--- config.mk ---
export PLATFORM = sky130hd
export DESIGN_NAME = teclado_matricial_calc
export DESIGN_NICKNAME = d
export VERILOG_FILES = /design/src/rtl/teclado_matricial_calc.sv
export SDC_FILE = /design/constraint.sdc
export NUM_CORES = 1
export LEC_CHECK = 0
export ABC_AREA = 1
export BUFFER_PORTS_ARGS = -buffer_cell sky130_fd_sc_hd__buf_4
export CORE_MARGIN = 4
export CORE_UTILIZATION = 25
export CTS_CLUSTER_SIZE = 28
export DETAILED_ROUTE_END_ITERATION = 8
export PLACE_DENSITY = 0.41
export REMOVE_ABC_BUFFERS = 1
export SLEW_MARGIN = 30
export SYNTH_ARGS = -nofsm -noshare
export SYNTH_HDL_FRONTEND = slang
export SYNTH_SLANG_ARGS = --single-unit
--- constraint.sdc ---
create_clock -name clk -period 1.7 [get_ports clk]
set_input_delay 0 -clock clk [delete_from_list [all_inputs] [get_ports clk]]
set_output_delay 0 -clock clk [all_outputs]
set_load 0.02 [all_outputs]
--- src/rtl/teclado_matricial_calc.sv ---
// 4x4 active-low matrix keypad scanner for the calculator: synchronizes and debounces the rows,
// then turns each accepted press into a single digit or operator pulse.
module teclado_matricial_calc #(
   parameter int SCAN_DIV        = 16,
   parameter int DEBOUNCE_CYCLES = 1000
) (
   input  logic       clk,
   input  logic       reset,
   input  logic [3:0] filas,
   output logic [3:0] columnas,
   output logic [3:0] digito,
   output logic       digito_en,
   output logic [1:0] que_operacion,
   output logic       operando_en
);

   localparam int DW = $clog2(SCAN_DIV);
   localparam int CW = $clog2(DEBOUNCE_CYCLES);
   localparam logic [DW-1:0] DWELL_LAST = DW'(SCAN_DIV - 1);
   localparam logic [CW-1:0] DEB_LAST   = CW'(DEBOUNCE_CYCLES - 1);

   typedef enum logic [1:0] {SCAN, DEBOUNCE, EMIT, HOLD} state_t;

   state_t        state_reg, state_next;
   logic [1:0]    col_idx_reg, col_idx_next;
   logic [1:0]    row_reg, row_next;
   logic [DW-1:0] dwell_reg, dwell_next;
   logic [CW-1:0] deb_cnt_reg, deb_cnt_next;
   logic [3:0]    sync_reg, rs_reg;
   logic [3:0]    columnas_next, digito_next;
   logic [1:0]    que_operacion_next;
   logic          digito_en_next, operando_en_next;

   logic [1:0]    row_low;
   logic          key_is_digit, key_is_op;
   logic [3:0]    key_val;

   // Lowest-index low row wins when several rows are pulled down together.
   always_comb begin
      row_low = 2'd3;
      if (!rs_reg[0])      row_low = 2'd0;
      else if (!rs_reg[1]) row_low = 2'd1;
      else if (!rs_reg[2]) row_low = 2'd2;
   end

   always_comb begin
      key_is_digit = 1'b0;
      key_is_op    = 1'b0;
      key_val      = 4'd0;
      case ({row_reg, col_idx_reg})
         4'b00_00: begin key_is_digit = 1'b1; key_val = 4'd1; end
         4'b00_01: begin key_is_digit = 1'b1; key_val = 4'd2; end
         4'b00_10: begin key_is_digit = 1'b1; key_val = 4'd3; end
         4'b00_11: begin key_is_op    = 1'b1; key_val = 4'd1; end
         4'b01_00: begin key_is_digit = 1'b1; key_val = 4'd4; end
         4'b01_01: begin key_is_digit = 1'b1; key_val = 4'd5; end
         4'b01_10: begin key_is_digit = 1'b1; key_val = 4'd6; end
         4'b01_11: begin key_is_op    = 1'b1; key_val = 4'd2; end
         4'b10_00: begin key_is_digit = 1'b1; key_val = 4'd7; end
         4'b10_01: begin key_is_digit = 1'b1; key_val = 4'd8; end
         4'b10_10: begin key_is_digit = 1'b1; key_val = 4'd9; end
         4'b10_11: begin key_is_op    = 1'b1; key_val = 4'd3; end
         4'b11_01: begin key_is_digit = 1'b1; key_val = 4'd0; end
         default:  begin key_is_digit = 1'b0; key_is_op = 1'b0; end
      endcase
   end

   always_comb begin
      state_next         = state_reg;
      col_idx_next       = col_idx_reg;
      row_next           = row_reg;
      dwell_next         = dwell_reg;
      deb_cnt_next       = deb_cnt_reg;
      digito_next        = digito;
      que_operacion_next = que_operacion;
      digito_en_next     = 1'b0;
      operando_en_next   = 1'b0;
      case (state_reg)
         SCAN: begin
            if (dwell_reg == DWELL_LAST) begin
               dwell_next = '0;
               if (rs_reg != 4'hF) begin
                  row_next     = row_low;
                  deb_cnt_next = '0;
                  state_next   = DEBOUNCE;
               end else begin
                  col_idx_next = col_idx_reg + 2'd1;
               end
            end else begin
               dwell_next = dwell_reg + DW'(1);
            end
         end
         DEBOUNCE: begin
            if (rs_reg[row_reg]) begin
               dwell_next = '0;
               state_next = SCAN;
            end else if (deb_cnt_reg == DEB_LAST) begin
               state_next = EMIT;
            end else begin
               deb_cnt_next = deb_cnt_reg + CW'(1);
            end
         end
         EMIT: begin
            if (key_is_digit) begin
               digito_next    = key_val;
               digito_en_next = 1'b1;
            end
            if (key_is_op) begin
               que_operacion_next = key_val[1:0];
               operando_en_next   = 1'b1;
            end
            deb_cnt_next = '0;
            state_next   = HOLD;
         end
         HOLD: begin
            // Only a full release of every row, held stable, ends the press.
            if (rs_reg == 4'hF) begin
               if (deb_cnt_reg == DEB_LAST) begin
                  deb_cnt_next = '0;
                  col_idx_next = col_idx_reg + 2'd1;
                  dwell_next   = '0;
                  state_next   = SCAN;
               end else begin
                  deb_cnt_next = deb_cnt_reg + CW'(1);
               end
            end else begin
               deb_cnt_next = '0;
            end
         end
         default: state_next = SCAN;
      endcase
      columnas_next = ~(4'b0001 << col_idx_next);
   end

   always_ff @(posedge clk) begin
      if (reset) begin
         sync_reg      <= 4'hF;
         rs_reg        <= 4'hF;
         state_reg     <= SCAN;
         col_idx_reg   <= 2'd0;
         row_reg       <= 2'd0;
         dwell_reg     <= '0;
         deb_cnt_reg   <= '0;
         columnas      <= 4'b1110;
         digito        <= 4'd0;
         digito_en     <= 1'b0;
         que_operacion <= 2'd0;
         operando_en   <= 1'b0;
      end else begin
         sync_reg      <= filas;
         rs_reg        <= sync_reg;
         state_reg     <= state_next;
         col_idx_reg   <= col_idx_next;
         row_reg       <= row_next;
         dwell_reg     <= dwell_next;
         deb_cnt_reg   <= deb_cnt_next;
         columnas      <= columnas_next;
         digito        <= digito_next;
         digito_en     <= digito_en_next;
         que_operacion <= que_operacion_next;
         operando_en   <= operando_en_next;
      end
   end

endmodule

== Word-level counts from Yosys, hierarchy flattened ==
Index checks and enable logic that the tools add are counted.

* Output and inout port bits: 12
* Bits in registers: 40
* Input bits: 6
* Logic and storage cells: 95

* Bitwise gates (word level): 2
* Muxes and demuxes: 34
* Reduce and logical (&&, ||, !) cells: 15
* Shift operators: 1
* Equal/unequal tests: 27
* Add/subtract/negate cells: 3
* $lt $le $gt $ge: 1

{| class="wikitable"
|+ Operator list
! operator !! number
|-
| 10-bit two-way mux || 6
|-
| 10-bit case mux with 4 select lines || 1
|-
| 4-bit case mux with 9 select lines || 1
|-
| 4-bit equality test, second input constant || 7
|-
| 2-bit two-way mux || 12
|-
| 4-bit by 3-bit equality test with 1-bit output, second input constant || 4
|-
| 4-bit two-way mux || 4
|-
| 2-bit != test, second input constant || 7
|-
| 4-bit case mux with 3 select lines || 1
|-
| 10-bit by 1-bit adder with 10-bit output, second input constant || 1
|-
| 10-bit equality test, second input constant || 1
|-
| 10-bit OR reduction || 1
|-
| 4-bit by 2-bit equality test with 1-bit output, second input constant || 2
|-
| 2-bit case mux with 4 select lines || 1
|-
| 4-bit AND reduction || 2
|-
| 2-bit OR reduction || 4
|-
| 1-bit two-way mux || 6
|-
| 5-bit AND reduction || 1
|-
| 4-bit by 1-bit adder with 4-bit output, second input constant || 1
|-
| 2-bit equality test, second input constant || 2
|-
| 4-bit by 1-bit equality test with 1-bit output, second input constant || 1
|-
| 4-bit zero test || 1
|-
| 4-bit != test, second input constant || 1
|-
| 4-bit NOT || 1
|-
| 13 further kinds || 14
|}

== Longest topological paths before layout ==
Gate-level depths: netlist of the first run.

* Depth after elaboration: 6
* Depth in mapped cells: 12
* Gate-level depth less buffers: 12

== Worst setup path after synthesis of the first run ==
OpenSTA, ideal clock, no wires.

* Kind: register to register
* Start: register col_idx_reg[0]
* End: register digito[0]
* Setup slack: 0.197 ns
* Stages on the path, launching flop included: 9
* Library setup time: 0.116 ns
* Period minus slack after synthesis: 1.503 ns
* Data required time: 1.584 ns
* Arrival time: 1.387 ns
* Buffers on the path: 0
* Cells stage by stage: dfxtp_1 > inv_1 > ha_1 > o21ai_0 > nand3_1 > o21ai_2 > inv_1 > nor2_1 > nor2_1

* Cells in the longest elaborated chain, start to end: 4
* Elaborated cells between the ends (all ways): 20
* Those cells by class: eq/ne (12); mux (2); reduce/logical (6)

{| class="wikitable"
|+ RTL lines
! item !! RTL line !! RTL
|-
| from (decl) || 25 || <nowiki>logic [1:0] col_idx_reg, col_idx_next;</nowiki>
|-
| from (signal assigned) || 153 || <nowiki>col_idx_reg <= col_idx_next;</nowiki>
|-
| 4-bit equality test, or another cell as far along || 50 || <nowiki>case ({row_reg, col_idx_reg})</nowiki>
|-
| 10-bit OR reduction (no source line) || n/a ||
|-
| 1-bit two-way mux || 50 ||
|-
| 2-bit AND reduction (no source line) || n/a ||
|-
| to (signal assigned) || 158 || <nowiki>digito <= digito_next;</nowiki>
|-
| to (decl) || 11 || <nowiki>output logic [3:0] digito,</nowiki>
|}

Several ways; a longest one is shown, not always the timed one.
A chain may end at the register's enable or synchronous reset.

== Final worst setup path of the first run ==
Same ends and word-level chain as after synthesis.

==> results of run 1 <==
[placed cells by master (no fill, tap or decap), types with 2 or more instances in the layout]
master | netlist | final
a21oi_1 | 11 | 11
a21oi_2 | 3 | 3
buf_4 | 0 | 28
clkbuf_8 | 0 | 5
dfxtp_1 | 40 | 36
dfxtp_2 | 0 | 4
dlygate4sd3_1 | 0 | 4
ha_1 | 10 | 8
inv_1 | 38 | 37
inv_2 | 3 | 4
nand2_1 | 66 | 66
nand2_2 | 15 | 15
nand3_1 | 30 | 30
nand3b_1 | 2 | 2
nand4_1 | 9 | 9
nor2_1 | 30 | 29
nor2_2 | 5 | 6
nor2_4 | 6 | 6
nor3_1 | 3 | 3
o21ai_0 | 12 | 11
o21bai_2 | 2 | 2
or2_2 | 10 | 10
[worst max-delay path, delay by kind of cell, from the launching register on]
family / cells / cell delay (ns)
flops: 1 / 0.37
compound gates: 2 / 0.33
simple gates: 3 / 0.44
fa+ha+maj: 1 / 0.24
buf+inv: 1 / 0.08
[stage by stage]
stage	instances	hold WS [ns]	power (W)	instance area [um^2]
floorplan	307	0.06244	0.001453	2223
global placement	441	0.1852	0.001622	2566
detailed placement	441	0.1877	0.001622	2566
CTS	452	0.1032	0.002279	2688
global route	455	0.1133	0.002415	2740
finish	455	0.1044	0.002264	2740
[power by group]
part           leakage, nW  internal, W  switching [W]
combinational        0.841     0.000242       0.000346
sequential           0.327      0.00100      0.0000498
clock               0.0400     0.000278       0.000346
[layout make-up]
cell class	instances	area (um^2)	area share, %
clock buffers	5	68.82	2.511
flip-flops and latches	40	805.8	29.41
inverters	44	172.7	6.301
repair buffers	33	270.3	9.863
clock inverters	2	12.51	0.4566
multi-input cells	223	1275	46.53
well taps	108	135.1	4.932
[worst paths after layout]
| kind | depth (start not counted) | end | startpoint | slack (ns) |
|---|---|---|---|---|
| min reg2reg | 1 | rs_reg[0] | sync_reg[0] | 0.41 |
| min | 4 | flop | reset | 0.10 |
| max | 7 | digito[0] | col_idx_reg[0] | 0.16 |
| max reg2reg | 7 | digito[0] | col_idx_reg[0] | 0.16 |
[routing by layer]
metal	track usage, %	wire, um
met5	0	0
met4	3.884	87
met3	2.503	182
met2	17.33	2269
met1	12.48	2370
[cells by family after synthesis]
kind of cell,Yosys count
xor gates and xnor gates,1
buffers and inverters,48
AOI/OAI and AO/OA,32
adders and majority gates,10
DFF,40
and+or+nand+nor,180
[repair_timing]
action | CTS | global route
endpoints found under the hold margin | 4 | 0
hold buffers | 4 | 0
resized for setup | 0 | 11
setup buffers | 0 | 3
endpoints found under the setup margin | 0 | 13
==> impl_metrics.env, run 1 <==
export IMPL_status="finished clean"
export IMPL_finalMaxSlewViolations=0
export IMPL_tns_ns=0
export IMPL_worst_path_max_delay_cell="dfxtp_2"
export IMPL_worstPathRequired_ns=1.89
export IMPL_fin_crit_ns=1.543
export IMPL_grt_max_degree=23
export IMPL_grt_ovfl_total=0
export IMPL_setup_violations=0
export IMPL_wirelength_mm=4.910
export IMPL_pre_cts_slack_ns=0.06973
export IMPL_yosysTopAreaCellShare_pct=35.63
export IMPL_globalplace_congestion=0.8666
export IMPL_ys_top_cells_by_count="nand2_1 (66), dfxtp_1 (40), inv_1 (38)"
export IMPL_worstSetupPathType="flop to flop"
export IMPL_layout_setup_ws_ns=0.1572
export IMPL_first_iter_violations=54
export IMPL_synth_edff_count=0
export IMPL_grt_pass1_wl_mm=8.459
export IMPL_synth_most_common_cell="nand2_1"
export IMPL_synth_cell_type_count=32
export IMPL_vias_per_cell=4.334
export IMPL_nNetsFinal=363
export IMPL_min_path_type="input pin to flop"
export IMPL_start_util_pct=25.77
export IMPL_postRouteAntennaNets=0
export IMPL_p_leak_nw=1.208
export IMPL_cts_path_max_buffers=2
export IMPL_tightest_slew_ns=0.3711
export IMPL_crit_path_frequent_cell="o21ai_0"
export IMPL_num_fill_cells=946
export IMPL_antenna_found_initial=0
export IMPL_synth_xor_area_share_pct=0.3898
export IMPL_max_vdd_ir_drop_v=0.0002760
export IMPL_crit_path_max_fanout=4
export IMPL_synthAdderAreaFrac_pct=5.568
export IMPL_drc=0
export IMPL_cts_htree_levels=2
export IMPL_maxCapViolCount=0
export IMPL_yosys_top_cells_area="dfxtp_1 (36%), nand2_1 (11%), nand3_1 (6.7%), inv_1 (6.3%), ha_1 (5.6%)"
export IMPL_portBuffers=17
export IMPL_synth_compound_area_share_pct=9.131
export IMPL_dp_hpwl_mm=3.729
export IMPL_numCtsBuffers=5
export IMPL_cts_root_buffer_cell="clkbuf_8"
export IMPL_area_growth_pct=21.94
export IMPL_wl_per_cell_um=10.79
export IMPL_synth_top_area_cell="dfxtp_1"
export IMPL_crit_path_max_incr_delay_ns=0.37
export IMPL_synth_seq_cells=40
export IMPL_max_slew_margin_rel_pct=75.26
export IMPL_skew_ns=0.007744
export IMPL_yosysSeqAreaShare_pct=35.63
export IMPL_drive_above_1_share_pct=27.95
export IMPL_powerDensity_mw_per_mm2=826.2
export IMPL_ioPinCount=18
export IMPL_synthMuxAreaShare_pct=0
export IMPL_clkSinkCount=40
export IMPL_clock_latency_ns=0.30
export IMPL_synth_top_family_by_area="simple AND/OR/NAND/NOR gates"
export IMPL_yosys_warnings=0
export IMPL_grt_util_all_layers_pct=10.21
export IMPL_avgSynthCellArea_um2=7.226
export IMPL_period_share_pct=90.76
export IMPL_syn_inst=311
export IMPL_arrival_ns=1.73
export IMPL_synth_simple_area_share_pct=40.53
export IMPL_rsz0062_at_grt="no"
export IMPL_cts_tree="yes"
export IMPL_grt_pass1_vias=1883
export IMPL_core_area_mm2=0.008721
export IMPL_fmax_mhz=648.2
export IMPL_largest_reg_flops=10
export IMPL_cp_end_kind="flop"
export IMPL_hold_viol=0
export IMPL_synth_ff_type="dfxtp_1"
export IMPL_startpoint_type="flop"
export IMPL_crit_chain="inv_1 > ha_1 > or2_2 > o21ai_0 > nand2_1 > o21ai_0 > nor2_1"
export IMPL_rows=34
export IMPL_die_area_mm2=0.01057
export IMPL_die_x_um=102.8
export IMPL_finish_utilization_pct=31.42
export IMPL_synth_area_mm2=0.002247
export IMPL_drt_pass1_iter_count=4
export IMPL_vias=1972
export IMPL_clkTransAtPathRegs_ns=0.08
export IMPL_n_antenna_cell=0
export IMPL_die_h_um=102.8
export IMPL_synthArstFlopShare_pct=0
No activity file was read; power rests on OpenSTA's default activity.
==> run 2: changes to the inputs <==
CELL_PAD_IN_SITES_DETAIL_PLACEMENT = 1   (was default)
CELL_PAD_IN_SITES_GLOBAL_PLACEMENT = 2   (was default)
PLACE_DENSITY = 0.62   (was 0.41)
==> impl_metrics.env, run 2 (synthesis gave the netlist of run 1 again) <==
export IMPL_ioPinCount=18
export IMPL_die_x_um=102.8
export IMPL_cts_htree_levels=2
export IMPL_setup_violations=0
export IMPL_cts_tree="yes"
export IMPL_postRouteAntennaNets=0
export IMPL_clkSinkCount=40
export IMPL_powerDensity_mw_per_mm2=885.3
export IMPL_crit_path_max_fanout=9
export IMPL_layout_common_cells="nand2_1 (66), inv_1 (37), dfxtp_1 (35)"
export IMPL_dp_hpwl_mm=4.447
export IMPL_worstPathRequired_ns=1.91
export IMPL_maxCapViolCount=0
export IMPL_numCtsBuffers=5
export IMPL_area_growth_pct=24.61
export IMPL_max_slew_margin_rel_pct=72.89
export IMPL_rows=34
export IMPL_clkTransAtPathRegs_ns=0.09
export IMPL_finalMaxSlewViolations=0
export IMPL_core_area_mm2=0.008721
export IMPL_cts_path_max_buffers=2
export IMPL_dpl_cell_area_mm2=0.002589
export IMPL_wl_per_cell_um=12.54
export IMPL_status="finished clean"
export IMPL_largest_reg_flops=10
export IMPL_worstSetupPathType="flop to flop"
export IMPL_nNetsFinal=366
export IMPL_drc=0
export IMPL_vias_per_cell=4.444
export IMPL_globalplace_congestion=0.7574
export IMPL_first_iter_violations=43
export IMPL_design_area_mm2=0.002800
export IMPL_min_path_type="input pin to flop"
export IMPL_grt_pass1_wl_mm=9.756
export IMPL_n_antenna_cell=0
export IMPL_vias=2040
export IMPL_cts_root_buffer_cell="clkbuf_8"
export IMPL_die_area_mm2=0.01057
export IMPL_drt_pass1_iter_count=4
export IMPL_clock_latency_ns=0.30
export IMPL_fmax_mhz=634.7
export IMPL_wirelength_mm=5.758
export IMPL_skew_ns=0.004549
export IMPL_max_vdd_ir_drop_v=0.0002920
export IMPL_crit_chain="ha_2 > nand3_1 > nor2_2 > nor2_4 > inv_4 > nand3_2 > nand2_2 > inv_2 > nand2_1 > nor2_2"
export IMPL_grt_util_all_layers_pct=11.81
export IMPL_finalPower_w=0.002479
export IMPL_hold_viol=0
export IMPL_arrival_ns=1.79
export IMPL_startpoint_type="flop"
export IMPL_worst_path_max_delay_cell="dfxtp_1"
export IMPL_finish_utilization_pct=32.11
export IMPL_start_util_pct=25.77
export IMPL_cp_end_kind="flop"
export IMPL_crit_path_frequent_cell="nor2_2"
export IMPL_period_share_pct=92.68
export IMPL_crit_buf_inv=2
export IMPL_crit_path_max_incr_delay_ns=0.35
export IMPL_tightest_slew_ns=0.4066
export IMPL_path_delay_family="simple AND/OR/NAND/NOR gates"
export IMPL_grt_max_degree=23
export IMPL_die_h_um=102.8
export IMPL_final_common_cell="nand2_1"
export IMPL_num_fill_cells=1097
export IMPL_rsz0062_at_grt="yes"
export IMPL_fin_crit_ns=1.576
export IMPL_grt_pass1_vias=2087
export IMPL_grt_ovfl_total=0
export IMPL_drive_above_1_share_pct=29.06
export IMPL_p_leak_nw=1.236
export IMPL_portBuffers=17
export IMPL_antenna_found_initial=0
==> run 2: cell types whose count changed in the layout (fill, tap and decap cells not counted), sizes merged <==
cell / previous run / this run
clkinv: 2 / 1
inv: 43 / 44
bufinv: 0 / 1
buf: 29 / 32
==> run 2: layer usage <==
| metal | routed length [um] | global-route usage, % | up-vias |
|---|---|---|---|
| li1 | - | - | 1060 |
| met1 | 2680 | 14.40 | 962 |
| met4 | 74 | 3.884 | 0 |
| met2 | 2874 | 20.71 | 13 |
| met5 | 0 | 0 | - |
| met3 | 128 | 2.436 | 5 |
==> run 2: repair_timing <==
action / 4_1_cts / 5_1_grt
setup endpoints to repair: 0 / 17
hold endpoints to repair: 4 / 0
hold buffers: 4 / 0
setup buffers: 0 / 3
resized for setup: 0 / 13
==> run 2: path summary, 6_finish.rpt <==
check	startpoint	slack [ns]	depth (start not counted)	endpoint
worst max-delay path	dwell_reg[0]	0.12	10	deb_cnt_reg[5]
worst min-delay path	reset	0.12	4	columnas[0]
worst max register to register	dwell_reg[0]	0.12	10	deb_cnt_reg[5]
worst min register to register	sync_reg[3]	0.42	1	rs_reg[3]
==> run 2: power breakdown <==
part	internal, W	switching, W
Sequential	0.00100	0.0000434
Clock	0.000443	0.000386
Combinational	0.000247	0.000357
==> run 2: layout make-up <==
cell class / instances / area (um^2) / area share, %
multi-input combinational: 223 / 1275 / 45.53
sequential: 40 / 809.5 / 28.91
timing repair buffer: 36 / 292.8 / 10.46
inverter: 44 / 172.7 / 6.166
tap: 108 / 135.1 / 4.826
clock buffer: 5 / 68.82 / 2.458
clock inverter: 3 / 46.29 / 1.653
==> run 2: worst register-to-register path, stage by stage (launching register included) <==
cell and delay, ns:
dfxtp_1 0.35, ha_2 0.19, nand3_1 0.12, nor2_2 0.21, nor2_4 0.07, inv_4 0.13
nand3_2 0.10, nand2_2 0.12, inv_2 0.07, nand2_1 0.09, nor2_2 0.04
==> run 2: metrics by stage <==
stage | worst slack [ns] | setup TNS [ns] | hold slack [ns] | std cells
after floorplan | 0.1971 | 0 | 0.06244 | 307
after global placement | 0.07046 | 0 | 0.1859 | 444
after detailed placement | 0.01950 | 0 | 0.1902 | 444
after CTS | 0.004853 | 0 | 0.1283 | 456
after global routing | -0.03254 | -0.03975 | 0.1476 | 459
final | 0.1244 | 0 | 0.1193 | 459
==> run 3: changes to the inputs <==
PLACE_DENSITY = default   (was 0.62)
PLACE_DENSITY_LB_ADDON = 0.1   (was default)
TNS_END_PERCENT = 1   (was default)
clock period = 1.8 ns   (was 1.7 ns; I/O delays follow)
==> impl_metrics.env, run 3 (synthesis gave the netlist of run 1 again) <==
export IMPL_pwr_share_clk_pct=36.7
export IMPL_cts_root_buffer_cell="clkbuf_8"
export IMPL_worstPathRequired_ns=1.99
export IMPL_area_growth_pct=21.27
export IMPL_status="finished clean"
export IMPL_p_int_w=0.001692
export IMPL_die_h_um=102.8
export IMPL_rows=34
export IMPL_portBuffers=17
export IMPL_crit_path_max_incr_delay_ns=0.32
export IMPL_die_area_mm2=0.01057
export IMPL_postRouteAntennaNets=0
export IMPL_rsz0062_at_grt="no"
export IMPL_pwr_share_comb_pct=22.1
export IMPL_crit_path_frequent_cell="nor2_1"
export IMPL_dpl_cell_area_mm2=0.002544
export IMPL_final_common_cell="nand2_1"
export IMPL_finalNonFillerCells=449
export IMPL_switchingPower_w=0.0006997
export IMPL_period_share_pct=91.01
export IMPL_arrival_ns=1.83
export IMPL_setup_violations=0
export IMPL_grt_pass1_wl_mm=9.970
export IMPL_grt_pass1_vias=2133
export IMPL_hold_viol=0
export IMPL_maxCapViolCount=0
export IMPL_cts_path_max_buffers=2
export IMPL_drt_pass1_iter_count=4
export IMPL_clock_latency_ns=0.30
export IMPL_grt_util_all_layers_pct=12.03
export IMPL_crit_buf_inv=2
export IMPL_vias=2021
export IMPL_finalMaxSlewViolations=0
export IMPL_max_vdd_ir_drop_v=0.0004065
export IMPL_pre_cts_slack_ns=0.1090
export IMPL_ioPinCount=18
export IMPL_startpoint_type="flop"
export IMPL_max_slew_margin_rel_pct=72.30
export IMPL_powerDensity_mw_per_mm2=877.6
export IMPL_design_area_mm2=0.002725
export IMPL_die_x_um=102.8
export IMPL_n_antenna_cell=0
export IMPL_nNetsFinal=357
export IMPL_start_util_pct=25.77
export IMPL_skew_ns=0.01358
export IMPL_p_sw_share_pct=29.25
export IMPL_wl_per_cell_um=12.76
export IMPL_dp_hpwl_mm=4.473
export IMPL_tightest_slew_ns=0.4155
export IMPL_grt_max_degree=24
export IMPL_cts_tree="yes"
export IMPL_antenna_found_initial=0
export IMPL_first_iter_violations=25
export IMPL_clkSinkCount=40
export IMPL_dp_cells=438
export IMPL_core_area_mm2=0.008721
export IMPL_worstSetupPathType="flop to flop"
export IMPL_tns_ns=0
export IMPL_fmax_mhz=610.4
export IMPL_path_delay_family="compound AO/OA/AOI/OAI gates"
export IMPL_worst_path_max_delay_cell="dfxtp_1"
export IMPL_fin_crit_ns=1.638
export IMPL_drive_above_1_share_pct=24.63
export IMPL_finalPower_w=0.002392
export IMPL_grt_ovfl_total=0
export IMPL_cts_htree_levels=2
export IMPL_wirelength_mm=5.729
export IMPL_min_path_type="input pin to flop"
export IMPL_numCtsBuffers=5
export IMPL_vias_per_cell=4.501
export IMPL_layout_setup_ws_ns=0.1618
export IMPL_drc=0
export IMPL_largest_reg_flops=10
export IMPL_crit_path_max_fanout=6
export IMPL_layout_common_cells="nand2_1 (66), dfxtp_1 (40), inv_1 (38)"
export IMPL_cp_end_kind="flop"
export IMPL_clkTransAtPathRegs_ns=0.09
export IMPL_p_leak_nw=1.201
export IMPL_p_seq_share_pct=41.1
export IMPL_globalplace_congestion=0.7297
export IMPL_cts_setup_buffers=0
export IMPL_crit_chain="buf_4 > ha_1 > o21ai_0 > nand3_1 > o21ai_4 > inv_1 > nor2_1 > nor2_1"
==> run 3: cell types whose count changed in the layout (fill, tap and decap cells not counted), moves of 2 or more <==
| cell | previous run | this run |
|---|---|---|
| buf_4 | 31 | 22 |
| dfxtp_1 | 35 | 40 |
| dfxtp_2 | 4 | 0 |
| ha_1 | 7 | 10 |
| ha_2 | 2 | 0 |
==> run 3: final cells by class <==
class / instances / area, um^2
Clock buffer: 5 / 68.82
Clock inverter: 2 / 60.06
Fill cell: 1078 / 5996
Inverter: 44 / 172.7
Multi-Input combinational cell: 223 / 1262
Sequential cell: 40 / 800.8
Tap cell: 108 / 135.1
Timing Repair Buffer: 27 / 225.2
==> run 3: worst register-to-register path, stage by stage (launching register included) <==
cell and delay [ns]:
dfxtp_1 0.32, buf_4 0.15, ha_1 0.26, o21ai_0 0.19, nand3_1 0.17, o21ai_4 0.22
inv_1 0.08, nor2_1 0.09, nor2_1 0.05
==> run 3: power by group through the flow <==
stage,Sequential (W),Combinational [W],Clock (W)
after floorplan,0.00102,0.000355,0
after global placement,0.00101,0.000534,0
after detailed placement,0.00101,0.000531,0
after CTS,0.000985,0.000540,0.000923
after global routing,0.000994,0.000613,0.000952
final,0.000984,0.000530,0.000878
==> run 3: what timing repair did <==
| item | CTS | global route |
|---|---|---|
| resized for setup | 0 | 2 |
| hold buffers | 4 | 0 |
| setup endpoints to repair | 0 | 2 |
| endpoints found under the hold margin | 4 | 0 |
==> run 3: path summary, 6_finish.rpt <==
path,startpoint,end,slack (ns),cells past startpoint
max reg2reg,col_idx_reg[0],digito[0],0.16,8
max,col_idx_reg[0],digito[0],0.16,8
min reg2reg,sync_reg[2],rs_reg[2],0.41,1
min,reset,deb_cnt_reg[2],0.08,2
==> run 3: per-layer routing <==
metal | up-vias | track usage (%) | wire, um
met2 | 19 | 22.14 | 2941
met5 | - | 0 | 0
met4 | 0 | 3.685 | 87
met3 | 7 | 2.233 | 155
met1 | 951 | 14.06 | 2544
li1 | 1044 | - | -
==> run 3: stage by stage <==
step | utilization [%] | hold slack (ns)
floorplan | - | 0.06244
global placement | 29.17 | 0.1840
detailed placement | 29.17 | 0.1902
CTS | 31.10 | 0.07130
global route | 31.25 | 0.09956
finish | 31.25 | 0.08212
